**src/rtl/mux4_sel_arbiter.sv**
```systemverilog
// mux4_sel_arbiter: round-robin arbiter and sequencer for a 4:1 mux select.
// One requester owns the mux path at a time. The grant is held while the owner
// keeps requesting and passes straight to the next round-robin winner when it
// releases. i_hold freezes new grants and handoffs but never revokes a grant.
// Optional feature: define ARB_WATCHDOG_EN to cap an owner at MAX_HOLD
// consecutive grant cycles whenever another requester is waiting.
module mux4_sel_arbiter #(
  parameter int unsigned MAX_HOLD = 8,
  parameter int unsigned CNT_W    = 4
) (
  input  logic       i_clk,
  input  logic       i_rst,
  input  logic [3:0] i_req,
  input  logic       i_hold,
  output logic [3:0] o_gnt,
  output logic [1:0] o_sel,
  output logic       o_valid
);

  typedef enum logic {
    IDLE  = 1'b0,
    GRANT = 1'b1
  } state_t;

  state_t     state;
  logic [1:0] rr_ptr;
  logic [1:0] winner;
  logic       found;
  logic [1:0] idx;
  logic       any_req;
  logic       take_new;
  logic       drop;
  logic       wd_rotate;

  // Round-robin search: first set request after rr_ptr, wrapping back to rr_ptr.
  always_comb begin
    winner = rr_ptr;
    found  = 1'b0;
    idx    = rr_ptr;
    for (int unsigned k = 1; k <= 4; k++) begin
      idx = rr_ptr + 2'(k);
      if (!found && i_req[idx]) begin
        winner = idx;
        found  = 1'b1;
      end
    end
  end

  // Requests from anyone other than the current owner (o_gnt is all-zero in IDLE).
  assign any_req = |(i_req & ~o_gnt);

`ifdef ARB_WATCHDOG_EN
  logic [CNT_W-1:0] hold_cnt;

  // An owner already at or past its limit is rotated as soon as a competitor
  // shows up, so a saturated counter cannot let it keep the grant forever.
  assign wd_rotate = (hold_cnt >= CNT_W'(MAX_HOLD - 1)) && any_req && !i_hold;

  // Consecutive-grant counter for the current owner, saturating at MAX_HOLD.
  always_ff @(posedge i_clk or posedge i_rst) begin
    if (i_rst) begin
      hold_cnt <= '0;
    end else if (take_new) begin
      hold_cnt <= '0;
    end else if (state == GRANT && i_req[o_sel] && hold_cnt < CNT_W'(MAX_HOLD)) begin
      hold_cnt <= hold_cnt + 1'b1;
    end
  end
`else
  assign wd_rotate = 1'b0;
`endif

  // Decide whether this edge makes a new grant, drops to idle, or keeps state.
  always_comb begin
    take_new = 1'b0;
    drop     = 1'b0;
    case (state)
      IDLE: take_new = any_req && !i_hold;
      GRANT: begin
        if (!i_req[o_sel]) begin
          if (any_req && !i_hold) take_new = 1'b1;
          else                    drop     = 1'b1;
        end else if (wd_rotate) begin
          take_new = 1'b1;
        end
      end
      default: drop = 1'b1;
    endcase
  end

  // Registered FSM and outputs; o_sel keeps its last value when idle.
  always_ff @(posedge i_clk or posedge i_rst) begin
    if (i_rst) begin
      state   <= IDLE;
      rr_ptr  <= 2'd3;
      o_gnt   <= '0;
      o_sel   <= '0;
      o_valid <= 1'b0;
    end else if (take_new) begin
      state   <= GRANT;
      rr_ptr  <= winner;
      o_gnt   <= 4'(1) << winner;
      o_sel   <= winner;
      o_valid <= 1'b1;
    end else if (drop) begin
      state   <= IDLE;
      o_gnt   <= '0;
      o_valid <= 1'b0;
    end
  end

endmodule
```
**config.mk**
```make
export PLATFORM = sky130hd
export DESIGN_NAME = mux4_sel_arbiter
export DESIGN_NICKNAME = d
export VERILOG_FILES = /design/src/rtl/mux4_sel_arbiter.sv
export SDC_FILE = /design/constraint.sdc
export NUM_CORES = 1
export LEC_CHECK = 0
export ABC_CLOCK_PERIOD_IN_PS = 1900
export CORE_MARGIN = 3
export CORE_UTILIZATION = 35
export CTS_CLUSTER_DIAMETER = 80
export DETAILED_ROUTE_END_ITERATION = 7
export PLACE_DENSITY = 0.65
export SETUP_SLACK_MARGIN = 0.15
export SYNTH_ARGS = -nofsm -noshare
export SYNTH_HDL_FRONTEND = slang
export SYNTH_SLANG_ARGS = --single-unit
```
**constraint.sdc**
```tcl
create_clock -name i_clk -period 1.9 [get_ports i_clk]
set_input_delay 0.38 -clock i_clk [delete_from_list [all_inputs] [get_ports i_clk]]
set_output_delay 0.38 -clock i_clk [all_outputs]
set_load 0.01 [all_outputs]
```
Word-level counts from Yosys, hierarchy flattened
Index checks and enable logic that the tools add are counted.
{ "word_totals": {"ff_bits": 9, "in_bits": 7, "output_inout_bits": 7} }
{ "op_classes": {"addsub": 3, "magnitude_cmp": 5, "n_shift": 1, "mux": 27, "bitwise_logic": 3, "reduce_logical": 10} }
{ "op_table": {"columns": ["op", "n"], "rows": [
  ["$lt 2x3->1 const B", 5],
  ["$mux 1", 15],
  ["$bmux 1 s2", 5],
  ["$mux 2", 4],
  ["$mux 4", 2],
  ["$add 2x2->2 const B", 2],
  ["$and 4x4->4", 1],
  ["$logic_and 1x1->1", 4],
  ["$logic_not 1->1", 4],
  ["$not 4->4", 1],
  ["$reduce_or 4->1", 1],
  ["$shl 1x2->4 const A", 1],
  ["$add 2x1->2 const B", 1],
  ["$pmux 1 s2", 1],
  ["$reduce_bool 2->1", 1],
  ["$not 1->1", 1]
]} }

Longest topological paths before layout
{ "logic_depth": {"depth_word": 15, "depth_mapped": 5} }

Worst setup path after synthesis
OpenSTA, ideal clock, no wires.
{ "synth_path": {"path_kind": "register to register", "start": "reg rr_ptr[1]", "end": "reg o_gnt[3]", "t_arrival_ps": 1493, "required_time_ps": 1778, "setup_slack_ps": 286, "stages_incl_launch_ff": 6, "synth_period_minus_slack_ps": 1614, "cell_sequence": "dfstp_2 -> buf_2 -> mux2i_1 -> nor2_1 -> or3_1 -> a32o_1"} }
{ "synth_via": {"elab_chain_cells": 15} }
{ "synth_lines": {"columns": ["item", "line", "source"], "rows": [
  ["start: declaration", "26", "logic [1:0] rr_ptr;"],
  ["start signal: assignment", "101", "rr_ptr <= winner;"],
  ["$add 2x1->2", "41", "idx = rr_ptr + 2'(k);"],
  ["$bmux 1 s2", "42", "if (!found && i_req[idx]) begin"],
  ["$mux 1 (not written as such)", "42", null],
  ["$mux 1", "42", null],
  ["$logic_not 1->1", "42", null],
  ["$logic_and 1x1->1", "42", null],
  ["$mux 1", "42", null],
  ["$logic_not 1->1", "42", null],
  ["$logic_and 1x1->1", "42", null],
  ["$mux 1", "42", null],
  ["$logic_not 1->1", "42", null],
  ["$logic_and 1x1->1", "42", null],
  ["$mux 2 (*)", "42", null],
  ["$shl 1x2->4 (*)", "102", "o_gnt <= 4'(1) << winner;"],
  ["$mux 4 (*)", "99", "end else if (take_new) begin"],
  ["end signal: assignment", "102", null],
  ["end: declaration", "15", "output logic [3:0] o_gnt,"]
]} }
Mark *: on every way between the ends. The rest lies on a longest branch, timed or not. The select of a mux whose other input is x is not followed.
A chain may end at the register's enable or synchronous reset.

Worst setup path after layout
{ "layout_path": {"start": "in i_req[0]", "end": "reg o_gnt[2]"} }
{ "layout_via": {"elab_chain_cells": 14} }
{ "layout_lines": {"columns": ["item", "line", "source"], "rows": [
  ["start: declaration", "13", "input logic [3:0] i_req,"],
  ["$bmux 1 s2", "42", null],
  ["$mux 1 (not written as such)", "42", null],
  ["$mux 1", "42", null],
  ["$logic_not 1->1", "42", null],
  ["$logic_and 1x1->1", "42", null],
  ["$mux 1", "42", null],
  ["$logic_not 1->1", "42", null],
  ["$logic_and 1x1->1", "42", null],
  ["$mux 1", "42", null],
  ["$logic_not 1->1", "42", null],
  ["$logic_and 1x1->1", "42", null],
  ["$mux 2", "42", null],
  ["$shl 1x2->4", "102", null],
  ["$mux 4", "99", null]
]} }
Parallel ways exist; a longest one is shown, timed or not. The select of a mux whose other input is x is not followed.

==> impl_metrics.py <==
metrics = {
    "critical_path": {
        "crit_chain": "clkdlybuf4s50_1 -> mux4_2 -> nand2_4 -> o21ai_1 -> a32o_1",
        "cp.required_ns": 2.04,
        "worst_path_largest_cell_delay_ns": 0.51,
        "crit_arrival_ns": 1.82,
        "r2r-start": "rr_ptr[1]",
        "worstReg2RegEnd": "o_gnt[3]",
        "worst-path-max-fanout": 4,
        "slowest_stage": "mux4_2",
        "cp-end-kind": "flop",
        "ff2ff_setup_slack_ns": 0.29,
        "path_buf_inv": 1,
        "worstSetupStartpointType": "primary input",
        "reg2reg_depth": 4,
        "cp_top_family": "multiplexers",
        "critical_path_class": "primary input to flop",
    },
    "route": {
        "dr.pass1.iters": 4,
        "wl_per_cell_um": 14.3,
        "drtIter0Drc": 12,
        "wl_um": 1250,
        "drcViolationCount": 0,
        "viasPerCell": 5.61,
        "ant_nets": 0,
        "vias": 488,
    },
    "place": {
        "postPlaceCellArea_um2": 702,
        "port_buffers": 13,
        "dp_cells": 82,
        "pre_cts_ws_ns": -0.0829,
        "dp_hpwl_um": 1020,
        "place.gp.congestion": 0.796,
    },
    "power_and_ir_drop": {
        "pwr-share-comb_pct": 53.9,
        "cellLeakagePower_uw": 0.000337,
        "vdd_drop_max_mv": 0.825,
        "power.share.sequential_pct": 33.9,
        "clockPowerShare_pct": 12.2,
        "p_switching_uw": 430,
        "power_density_nw_per_um2": 1580,
        "swShare_pct": 36.8,
        "p_int_uw": 737,
    },
    "logic_synthesis": {
        "synthMuxAreaShare_pct": 6.30,
        "synth_top_family_by_area": "compound AO/OA/AOI/OAI gates",
        "synth_xor_area_share_pct": 0,
        "yosys_warnings": 0,
        "synth_top_area_share_pct": 33.9,
        "yosysTopAreaCell": "dfrtp_1",
        "ys_seq_area_share_pct": 44.1,
        "syn_inst": 49,
        "synthDistinctLibCells": 24,
        "synth_nets": 56,
        "syn_area_um2": 517,
        "synthSimpleGateAreaFrac_pct": 17.9,
        "synth_fa_ha_area_share_pct": 0,
        "avgSynthCellArea_um2": 10.5,
        "synth-compound-area-share_pct": 26.4,
        "async_flop_share_pct": 100,
        "synth_flop_cell": "dfrtp_1",
        "synth_edf_count": 0,
        "synth_seq_cells": 9,
        "synthTopCellsByArea": "dfrtp_1 34%, dfstp_2 10%, a21oi_1 9.7%",
    },
    "die": {
        "fp-row-count": 13,
        "core_area_um2": 1350,
        "die_w_um": 44.4,
        "ios": 14,
        "start_util_pct": 38.3,
        "dieArea_um2": 1970,
        "die_h_um": 44.4,
    },
    "layout": {
        "instances_no_fill": 87,
        "fillCellCount": 124,
        "final_nets": 80,
        "area_growth_pct": 42.9,
        "n_antenna_cell": 0,
        "layout-drive-gt1-share_pct": 23.6,
        "stdcell_area_um2": 738,
    },
    "sta": {
        "fmax_mhz": 594,
        "finalSetupViolCount": 0,
        "hold_viol_final": 0,
        "relSlewSlack_pct": 65.7,
        "fin_crit_sh_pct": 88.5,
        "fin_ws_ns": 0.218,
        "slew_violations": 0,
        "hold_ws_ns": 0.379,
        "period_needed_ns": 1.68,
        "worst_clock_skew_ns": 0.000749,
        "tightest_slew_ns": 0.510,
        "rsz0062_at_grt": "no",
        "tns_ns": 0,
    },
    "clock_tree": {
        "cts_tree": "done",
        "clk_latency_ns": 0.25,
        "htree_levels": 1,
        "clock-sinks": 9,
        "cts_hold_buf": 0,
        "clkTransAtPathRegs_ns": 0.06,
        "clock_path_buffers": 2,
        "root_buffer": "clkbuf_4",
        "cts-buffers-inserted": 3,
    },
    "grt": {
        "grt_use_total_pct": 15.9,
        "grt_pass1_wl_um": 2230,
        "grt_max_degree": 10,
        "first_global_vias": 485,
        "globalRoute.totalOverflow": 0,
        "antenna_found_initial": 0,
    },
    "min_path": {
        "hold_class": "primary input to async pin",
    },
    "outcome": {
        "status": "finished, final reports clean",
    },
    "flow_run": {
        "maxCapViolCount": 0,
    },
}
state kept, by name, summed over array words and instances, names as in the netlist:
name / count
state: 1
rr_ptr: 2
o_gnt: 4
o_sel: 2
layout by cell type, fill, tap and decap left out:
master	instances
nor3b_1	1
and2_4	1
nand2_1	2
nor2_1	1
o31ai_1	1
buf_4	8
nand2_4	1
mux2i_1	1
o31a_1	1
inv_1	3
dfstp_2	2
mux4_2	1
clkbuf_1	1
dfrtp_1	7
or2b_1	2
or3_1	1
clkdlybuf4s50_1	12
nand2b_1	3
o21ai_1	1
a211o_1	1
and3b_1	1
a21oi_1	10
a32o_1	4
nor3_1	1
clkbuf_4	3
a41oi_2	1
dlymetal6s2s_1	1
routing by layer:
layer | GRT usage, % | vias up | part of all wire [%]
met5 | 0 | - | 0
met4 | 10.8 | 0 | 2.2
met3 | 2.44 | 4 | 4.1
met2 | 25.9 | 15 | 52
met1 | 19.0 | 238 | 42
li1 | - | 231 | -
worst max path at each step:
stage | startpoint | end | slack (ns) | cells after the start
final | i_req[0] | o_gnt[2] | 0.22 | 5
after global routing | i_req[2] | o_gnt[2] | 0.15 | 5
after CTS | i_req[3] | o_gnt[3] | 0.19 | 5
after detailed placement | i_req[3] | o_gnt[3] | -0.08 | 5
after global placement | i_req[3] | o_gnt[3] | -0.03 | 5
after floorplan | rr_ptr[1] | o_gnt[3] | 0.29 | 5
timing repair:
action | 4_1_cts | 5_1_grt
resized for setup | 0 | 1
endpoints found under the setup margin | 0 | 4
setup buffers | 0 | 1
area by class of cell:
cell class / instances / area [um2] / share of cell area (%)
multi-input cells: 35 / 262 / 35.4
flip-flops and latches: 9 / 228 / 30.8
repair buffers: 21 / 193 / 26.1
clock buffers: 4 / 26.3 / 3.56
well taps: 15 / 18.8 / 2.54
inverters: 3 / 11.3 / 1.53
kinds of logic after synthesis:
family / after synthesis
AOI/OAI and AO/OA: 19
and+or+nand+nor: 14
DFF: 9
buffers and inverters: 5
muxes: 2
Yosys cell counts (2+ instances only):
| master | n |
|---|---|
| dfstp_2 | 2 |
| nand2b_1 | 3 |
| inv_1 | 3 |
| or2b_1 | 2 |
| a21oi_1 | 10 |
| dfrtp_1 | 7 |
| a32o_1 | 4 |
| nand2_1 | 2 |
per-stage QoR:
stage          power [uW]  utilization [%]
6_report             1170             54.7
5_1_grt              1270             54.7
4_1_cts              1170             53.9
3_5_place_dp         1020             52.0
3_3_place_gp         1010             52.0
2_1_floorplan         738                -
power by group through the flow:
stage / combinational, uW / sequential, uW / clock, uW
2_1_floorplan: 336 / 401 / 0
6_report: 629 / 396 / 142
3_3_place_gp: 595 / 414 / 0
4_1_cts: 609 / 411 / 151
3_5_place_dp: 606 / 413 / 0
5_1_grt: 694 / 413 / 166
(Power assumes the default switching activity.)
